--- config.mk ---
export PLATFORM = sky130hd
export DESIGN_NAME = fir_tdm_controller
export DESIGN_NICKNAME = d
export VERILOG_FILES = /design/src/rtl/fir_pkg.sv /design/src/rtl/fir_mac_unit.sv /design/src/rtl/fir_tdm_controller.sv
export SDC_FILE = /design/constraint.sdc
export NUM_CORES = 1
export LEC_CHECK = 0
export ABC_AREA = 0
export CAP_MARGIN = 5
export CORE_ASPECT_RATIO = 1.5
export CORE_MARGIN = 10
export CORE_UTILIZATION = 39
export DETAILED_ROUTE_END_ITERATION = 10
export GPL_TIMING_DRIVEN = 0
export SKIP_CTS_REPAIR_TIMING = 1
export SYNTH_ARGS = -nofsm -noshare
export SYNTH_HDL_FRONTEND = slang
export SYNTH_SLANG_ARGS = --single-unit
export TNS_END_PERCENT = 50
--- constraint.sdc ---
create_clock -name clk -period 18.53 [get_ports clk]
set_clock_uncertainty 0.05 [all_clocks]
set_input_delay 4.6325 -clock clk [delete_from_list [all_inputs] [get_ports clk]]
set_output_delay 4.6325 -clock clk [all_outputs]
set_load 0.05 [all_outputs]
--- src/rtl/fir_pkg.sv ---
// Shared types and defaults for the time-multiplexed FIR controller.
// Optional build macro used by the top: FIR_COEF_SHADOW_EN (shadow coefficient bank).
package fir_pkg;

  localparam int unsigned DEF_DATA_W = 16;
  localparam int unsigned DEF_COEF_W = 14;
  localparam int unsigned DEF_TAPS   = 6;
  localparam int unsigned DEF_ACC_W  = 33;

  typedef enum logic [1:0] {
    IDLE = 2'd0,
    MAC  = 2'd1,
    OUT  = 2'd2
  } fir_state_e;

  // Ceiling log2, minimum result 0.
  function automatic int unsigned clog2(input int unsigned v);
    int unsigned r;
    r = 0;
    for (int unsigned i = 0; i < 32; i++) begin
      if ((32'd1 << i) < v) r = i + 1;
    end
    return r;
  endfunction

endpackage

--- src/rtl/fir_mac_unit.sv ---
// Shared multiply-accumulate: full-precision signed product, sign-extended into a
// wrapping accumulator. o_sum_c exposes the running sum including the current product.
module fir_mac_unit
  import fir_pkg::*;
#(
  parameter int unsigned DATA_W = DEF_DATA_W,
  parameter int unsigned COEF_W = DEF_COEF_W,
  parameter int unsigned ACC_W  = DEF_ACC_W
) (
  input  logic                     clk,
  input  logic                     reset,
  input  logic                     i_clear,
  input  logic                     i_en,
  input  logic signed [DATA_W-1:0] i_x,
  input  logic signed [COEF_W-1:0] i_c,
  output logic signed [ACC_W-1:0]  o_sum_c
);

  localparam int unsigned PROD_W = DATA_W + COEF_W;

  logic signed [PROD_W-1:0] w_prod;
  logic signed [ACC_W-1:0]  w_prod_ext;
  logic signed [ACC_W-1:0]  r_acc;

  assign w_prod     = $signed(PROD_W'(i_x)) * $signed(PROD_W'(i_c));
  assign w_prod_ext = {{(ACC_W - PROD_W){w_prod[PROD_W-1]}}, w_prod};
  assign o_sum_c    = r_acc + w_prod_ext;

  always_ff @(posedge clk) begin
    if (reset || i_clear) r_acc <= '0;
    else if (i_en)        r_acc <= o_sum_c;
  end

endmodule

--- src/rtl/fir_tdm_controller.sv ---
// Time-multiplexed FIR: one MAC walks all taps per accepted sample, then holds the result.
// Define FIR_COEF_SHADOW_EN to write coefficients into a shadow bank applied on commit.
module fir_tdm_controller
  import fir_pkg::*;
#(
  parameter int unsigned DATA_W = DEF_DATA_W,
  parameter int unsigned COEF_W = DEF_COEF_W,
  parameter int unsigned TAPS   = DEF_TAPS,
  parameter int unsigned ACC_W  = DEF_ACC_W
) (
  input  logic                      clk,
  input  logic                      reset,
  input  logic                      in_valid,
  output logic                      in_ready,
  input  logic signed [DATA_W-1:0]  in_data,
  output logic                      out_valid,
  input  logic                      out_ready,
  output logic signed [ACC_W-1:0]   out_data,
  input  logic                      coef_we,
  input  logic [clog2(TAPS)-1:0]    coef_addr,
  input  logic signed [COEF_W-1:0]  coef_wdata,
  output logic                      coef_ready,
  input  logic                      coef_commit
);

  localparam int unsigned ADDR_W = clog2(TAPS);

  fir_state_e r_state, w_state_nxt;

  logic signed [DATA_W-1:0] r_x    [TAPS];
  logic signed [COEF_W-1:0] r_coef [TAPS];
  logic [ADDR_W-1:0]        r_idx;
  logic                     r_in_ready;
  logic                     r_out_valid;
  logic signed [ACC_W-1:0]  r_out_data;

  logic                     w_accept;
  logic                     w_last;
  logic                     w_clear;
  logic                     w_mac_en;
  logic                     w_coef_wr;
  logic signed [ACC_W-1:0]  w_sum;

  assign in_ready  = r_in_ready;
  assign out_valid = r_out_valid;
  assign out_data  = r_out_data;

  assign w_accept  = in_valid && r_in_ready;
  assign w_last    = (r_idx == ADDR_W'(TAPS - 1));
  assign w_coef_wr = coef_we && coef_ready && ({1'b0, coef_addr} < (ADDR_W + 1)'(TAPS));

  always_ff @(posedge clk) begin
    if (reset) r_state <= IDLE;
    else       r_state <= w_state_nxt;
  end

  always_comb begin
    w_state_nxt = r_state;
    w_clear     = 1'b0;
    w_mac_en    = 1'b0;
    case (r_state)
      IDLE: begin
        if (w_accept) begin
          w_clear     = 1'b1;
          w_state_nxt = MAC;
        end
      end
      MAC: begin
        w_mac_en = 1'b1;
        if (w_last) w_state_nxt = OUT;
      end
      OUT: begin
        if (out_ready) w_state_nxt = IDLE;
      end
      default: w_state_nxt = IDLE;
    endcase
  end

  // Delay line, tap index and result register.
  always_ff @(posedge clk) begin
    if (reset) begin
      r_in_ready  <= 1'b1;
      r_idx       <= '0;
      r_out_valid <= 1'b0;
      r_out_data  <= '0;
      for (int i = 0; i < int'(TAPS); i++) r_x[i] <= '0;
    end else begin
      r_in_ready <= (w_state_nxt == IDLE);
      if (w_accept) begin
        r_x[0] <= in_data;
        for (int i = 1; i < int'(TAPS); i++) r_x[i] <= r_x[i-1];
        r_idx <= '0;
      end else if (r_state == MAC && !w_last) begin
        r_idx <= r_idx + ADDR_W'(1);
      end
      if (r_state == MAC && w_last) begin
        r_out_data  <= w_sum;
        r_out_valid <= 1'b1;
      end else if (r_out_valid && out_ready) begin
        r_out_valid <= 1'b0;
      end
    end
  end

`ifdef FIR_COEF_SHADOW_EN
  logic signed [COEF_W-1:0] r_shadow [TAPS];
  logic                     r_pending;

  assign coef_ready = 1'b1;

  // Writes land in the shadow bank; the active bank only changes between frames.
  always_ff @(posedge clk) begin
    if (reset) begin
      r_pending <= 1'b0;
      for (int i = 0; i < int'(TAPS); i++) begin
        r_shadow[i] <= '0;
        r_coef[i]   <= '0;
      end
    end else begin
      if (w_coef_wr) r_shadow[coef_addr] <= coef_wdata;
      if (r_state == IDLE && r_pending) begin
        for (int i = 0; i < int'(TAPS); i++) r_coef[i] <= r_shadow[i];
      end
      if (coef_commit)            r_pending <= 1'b1;
      else if (r_state == IDLE)   r_pending <= 1'b0;
    end
  end
`else
  logic w_unused_commit;

  assign w_unused_commit = coef_commit;
  assign coef_ready      = r_in_ready;

  always_ff @(posedge clk) begin
    if (reset) begin
      for (int i = 0; i < int'(TAPS); i++) r_coef[i] <= '0;
    end else if (w_coef_wr) begin
      r_coef[coef_addr] <= coef_wdata;
    end
  end
`endif

  fir_mac_unit #(
    .DATA_W (DATA_W),
    .COEF_W (COEF_W),
    .ACC_W  (ACC_W)
  ) u_mac (
    .clk     (clk),
    .reset   (reset),
    .i_clear (w_clear),
    .i_en    (w_mac_en),
    .i_x     (r_x[r_idx]),
    .i_c     (r_coef[r_idx]),
    .o_sum_c (w_sum)
  );

endmodule

Word level (Yosys, flattened, before mapping)

Memory sizes are Yosys's and may differ from the RTL's. A register that Yosys moved wholly into a read port is not among the register bits.
Cells that the tools add are included.

Memories: 2
Bits in writable memories: 180
Flip-flop bits (word level): 73
Output and inout port bits: 36
Bits of input ports: 39
Word-level logic and storage cells: 63

Muxes and demuxes: 29
Add/sub/neg operators: 2
Equality and inequality tests: 3
$mul: 1
Reduce and logical (&&, ||, !) cells: 13
Order comparisons: 1
Bitwise logic cells: 6

Memory list:

| name   | depth | bits a word | read ports | clocked after Yosys merged registers in | write ports | RTL line                 | RTL |
|---|---|---|---|---|---|---|---|
| r_x    | 6     | 16          | 6          | 1                                       | 6           | fir_tdm_controller.sv:30 | `logic signed [DATA_W-1:0] r_x [TAPS];` |
| r_coef | 6     | 14          | 1          | 1                                       | 6           | fir_tdm_controller.sv:31 | `logic signed [COEF_W-1:0] r_coef [TAPS];` |

Operator list:

| kind                  | number |
|---|---|
| $mux W16              | 6 |
| $add A33 B30 Y33      | 1 |
| $mul A16 B14 Y30      | 1 |
| $mux W3               | 5 |
| $mux W14              | 1 |
| $reduce_or A14 Y1     | 1 |
| $mux W1               | 13 |
| $logic_and A1 B1 Y1   | 6 |
| $mux W2               | 3 |
| $or A1 B1 Y1          | 6 |
| $pmux W2 S3           | 1 |
| $logic_not A2 Y1      | 2 |
| $add A3 B1 Y3 const B | 1 |
| $eq A3 B3 Y1 const B  | 1 |
| $lt A3 B3 Y1 const B  | 1 |
| $eq A2 B1 Y1 const B  | 1 |
| $eq A2 B2 Y1 const B  | 1 |
| $reduce_bool A2 Y1    | 1 |
| $reduce_or A2 Y1      | 1 |
| $logic_not A1 Y1      | 1 |
| $logic_or A1 B1 Y1    | 1 |

Depth between registers and ports, before layout

Depth in word-level cells: 7
Mapped depth: 30
Mapped depth without buffers: 27

Hierarchy

A second synthesis with hierarchy kept.

Cells, all modules: 2,023
Area total of the unflattened synthesis: 22,491.6 µm²

Modules (own cells, without submodules):

| module             | instances | sequential area each (µm²) | area each (µm²) | cells an instance |
|---|---|---|---|---|
| fir_mac_unit       | 1         | 660.6                      | 11,835.1        | 1,292 |
| fir_tdm_controller | 1         | 7,106.8                    | 10,656.5        | 731 |

Worst setup path after synthesis

Ideal clock, no wire load.

Path kind: register to register
Start point: reg (tool-made name)
End point: reg u_mac.r_acc[25]
Library setup time: 0.132 ns
Stages on the path, launching flop included: 27
Path slack: 10.946 ns
Period minus slack after synthesis: 7.584 ns
Path buffers: 2
Data required time: 18.348 ns
Arrival: 7.402 ns
Path through: dfxtp_1 -> buf_2 -> buf_2 -> mux4_2 -> mux2_2 -> nand2_1 -> inv_1 -> fa_1 -> inv_1 -> fa_1 -> inv_1 -> fa_1 -> fa_1 -> fa_1 -> inv_1 -> fa_1 -> inv_1 -> ha_1 -> a21o_1 -> a21o_1 -> a21oi_2 -> o221a_2 -> a21boi_1 -> o21a_1 -> or3_1 -> nand3_1 -> a21oi_1

RTL lines:

| element                | RTL line           | RTL |
|---|---|---|
| end signal: assignment | fir_mac_unit.sv:31 | `else if (i_en) r_acc <= o_sum_c;` |
| end: declaration       | fir_mac_unit.sv:23 | `logic signed [ACC_W-1:0] r_acc;` |

==> flow_metrics.py <==
metrics = {
    "status": {
        "outcome": "finished clean",
    },
    "sta": {
        "maxSlewViolCount": 0,
        "slew_headroom_pct": 22.4,
        "rsz0062_at_grt": "no",
        "tightest_slew_ns": 1.15,
        "fin_setup_tns_ns": 0,
        "clock.fmax_ghz": 0.110,
        "timing_hold_violations_final": 0,
        "finalSetupViolations": 0,
        "timing.final.crit_share_pct": 49.2,
        "period_minus_slack_ns": 9.12,
    },
    "drt": {
        "num_vias": 14400,
        "routed_wl_mm": 56.2,
        "vias_per_cell": 4.97,
        "first_iter_violations": 708,
        "detail_route.first_pass.iterations": 5,
        "remaining_drc_errors": 0,
        "wire_per_inst_um": 19.4,
        "drtAntennaViolNets": 0,
    },
    "worst_setup_path": {
        "cp_top_family": "adder cells",
        "rr_worst_depth": 25,
        "cp.required_ns": 18.93,
        "critPathMaxStageDelay_ns": 0.82,
        "cp_slowest_cell": "nand2_1",
        "path_max_fanout": 14,
        "crit_type": "flip-flop to flip-flop",
        "crit_path_start_kind": "flip-flop",
        "reg2reg_to": "u_mac.r_acc[27]",
        "r2r_slack_ns": 9.41,
        "crit_path_frequent_cell": "fa_1",
        "crit_arrival_ns": 9.52,
        "path_buf_inv": 6,
        "end_kind": "flip-flop",
    },
    "synth": {
        "synth_cell_types": 64,
        "synth.most_common_cell": "inv_1",
        "syn_area_um2": 21900,
        "yosysWarnings": 0,
        "synth-main-ff-cell": "edfxtp_1",
        "yosys.area.top_type": "edfxtp_1",
        "ys_seq_area_share_pct": 35.5,
        "synth_edf_count": 208,
        "synth_common_cells": "368 x inv_1, 277 x fa_1, 254 x nand2_1, 208 x edfxtp_1, 202 x nor2_1",
        "async_flop_share_pct": 0,
        "synth_top_cell_area_share_pct": 28.6,
        "synth-seq-cells": 284,
        "synth_area_per_cell_um2": 10.7,
        "syn_inst": 2035,
        "synthTopCellsByArea": "edfxtp_1 29%, fa_1 25%, dfxtp_1 7.0%",
    },
    "cells_and_area": {
        "fill_cells": 5315,
        "antenna_cells": 0,
        "final_util_pct": 44.2,
        "ff_latch_area_um2": 7770,
        "nNetsFinal": 2579,
        "finalNonFillerCells": 2892,
        "drive_gt1_share_pct": 6.58,
        "multi_input_area_um2": 12500,
        "area_growth_pct": 12.5,
        "final_area_um2": 24600,
    },
    "cts": {
        "cts_root_buffer": "clkbuf_16",
        "cts_buffer_depth": 3,
        "clk_pin_slew_worst_paths_ns": 0.07,
        "cts_sinks": 284,
        "insertion_delay_ns": 0.61,
        "cts_tree": "built",
        "h-tree-depth": 1,
        "cts_made_buffers": 28,
    },
    "worst_hold_path": {
        "min_to": "out_data[12]",
        "worstHoldPathCells": 2,
        "hold_path_startpoint": "out_data[12]",
        "hp-class": "flip-flop to flip-flop",
    },
    "floorplanning": {
        "die_area_um2": 66100,
        "rows": 106,
        "die_h_um": 310,
        "io_pins": 75,
        "core_um2": 55700,
        "fp.dieW_um": 213,
        "initial_core_util_pct": 39.3,
    },
    "place": {
        "gp_congestion": 0.902,
        "dp_hpwl_mm": 46.6,
        "placed_cell_area_um2": 23600,
        "io_buffers": 73,
        "dp.cells": 2839,
    },
    "grt": {
        "grt_start_max_net_pins": 64,
        "antenna_found_initial": 0,
        "grt_usage_pct": 17.4,
        "grt_pass1_wl_mm": 88.3,
        "grt-ovfl-total": 0,
        "grt_pass1_vias": 15800,
    },
    "power": {
        "ir_worst_vdd_uv": 104,
        "p_per_area_nw_per_um2": 171,
        "p_leak_nw": 10.6,
    },
    "job": {
        "cap_violations": 0,
    },
}
-- worst max path at each step --
stage / end / cells past startpoint
after CTS: u_mac.r_acc[31] / 26
after global routing: out_data[29] / 24
after global placement: flip-flop / 4
final: u_mac.r_acc[27] / 25
after detailed placement: u_mac.r_acc[31] / 26
after floorplan: u_mac.r_acc[25] / 26
-- placed cells by master (no fill, tap or decap), drive strengths merged, types with 7 or more instances in the layout --
| master | n |
|---|---|
| inv | 370 |
| fa | 277 |
| nand2 | 254 |
| edfxtp | 208 |
| nor2 | 203 |
| and2 | 120 |
| ha | 95 |
| a21oi | 93 |
| clkbuf | 86 |
| dfxtp | 76 |
| clkdlybuf4s50 | 73 |
| mux4 | 44 |
| conb | 28 |
| mux2i | 25 |
| a21o | 24 |
| xnor2 | 24 |
| buf | 24 |
| o21ai | 21 |
| nand2b | 15 |
| nand3 | 12 |
| a211oi | 12 |
| clkinv | 12 |
| mux2 | 8 |
| o21a | 8 |
| xor2 | 8 |
| nor3 | 8 |
| nor2b | 7 |
-- cell families after synthesis --
group / count (synthesis) / synth area share [%]
AO/OA/AOI/OAI: 186 / 5.40
XOR/XNOR: 32 / 1.28
adder cells (fa/ha/maj): 372 / 30.8
buffers and inverters: 445 / 7.78
flip-flops: 284 / 35.5
multiplexers: 77 / 6.10
other: 1 / 0.0171
AND/OR/NAND/NOR: 638 / 13.1
-- worst register-to-register path: stages, from the launching register on --
cell,delay [ns]
dfxtp_1,0.31
buf_2,0.20
buf_2,0.38
buf_4,0.31
mux2i_1,0.13
a21oi_1,0.77
nand2_1,0.83
inv_1,0.52
fa_1,0.54
fa_1,0.60
fa_1,0.46
fa_1,0.52
fa_1,0.49
inv_1,0.05
fa_1,0.47
inv_1,0.04
ha_1,0.39
nand4_1,0.26
nor2_1,0.33
nand3_1,0.18
o221a_2,0.35
nand2_1,0.11
a41oi_1,0.17
xor2_1,0.26
o21ai_1,0.11
nor2b_1,0.16
-- routing by layer --
metal	vias to the layer above	global-route usage [%]	share of wire, %
met1	7263	18.7	36
met5	-	0	0
met2	316	33.6	55
met4	0	7.07	4.2
li1	6686	-	-
met3	101	1.85	4.6
-- where the power goes --
group	internal, W	total [W]	switching (W)	leakage, nW
registers	0.000729	0.000751	0.0000216	2.81
clock network	0.000335	0.000597	0.000262	0.454
logic	0.00112	0.00286	0.00174	7.38
total	0.00219	0.00421	0.00202	10.6
-- state kept, by name, summed over array words and instances (netlist names), named ones only --
register     count
r_x             96
r_coef         112
r_state          2
u_mac.r_acc     33
r_idx            3
out_valid        1
out_data        33
coef_ready       1
-- stage by stage --
step,total power (W),hold slack (ns),worst slack (ns)
after floorplan,0.00294,0.382,10.95
after global placement,0.00358,0.396,9.36
after detailed placement,0.00360,0.398,9.38
after CTS,0.00422,0.408,9.34
after global routing,0.00466,0.426,8.97
final,0.00421,0.404,9.41
-- final cells by class --
| type | count | area share [%] |
|---|---|---|
| Multi-Input combinational cell | 1333 | 50.9 |
| Sequential cell | 284 | 31.6 |
| Inverter | 368 | 5.62 |
| Tap cell | 702 | 3.57 |
| Timing Repair Buffer | 76 | 3.17 |
| Clock buffer | 30 | 2.88 |
| Buffer | 77 | 1.30 |
| Clock inverter | 22 | 1.00 |
(Power assumes the default switching activity.)
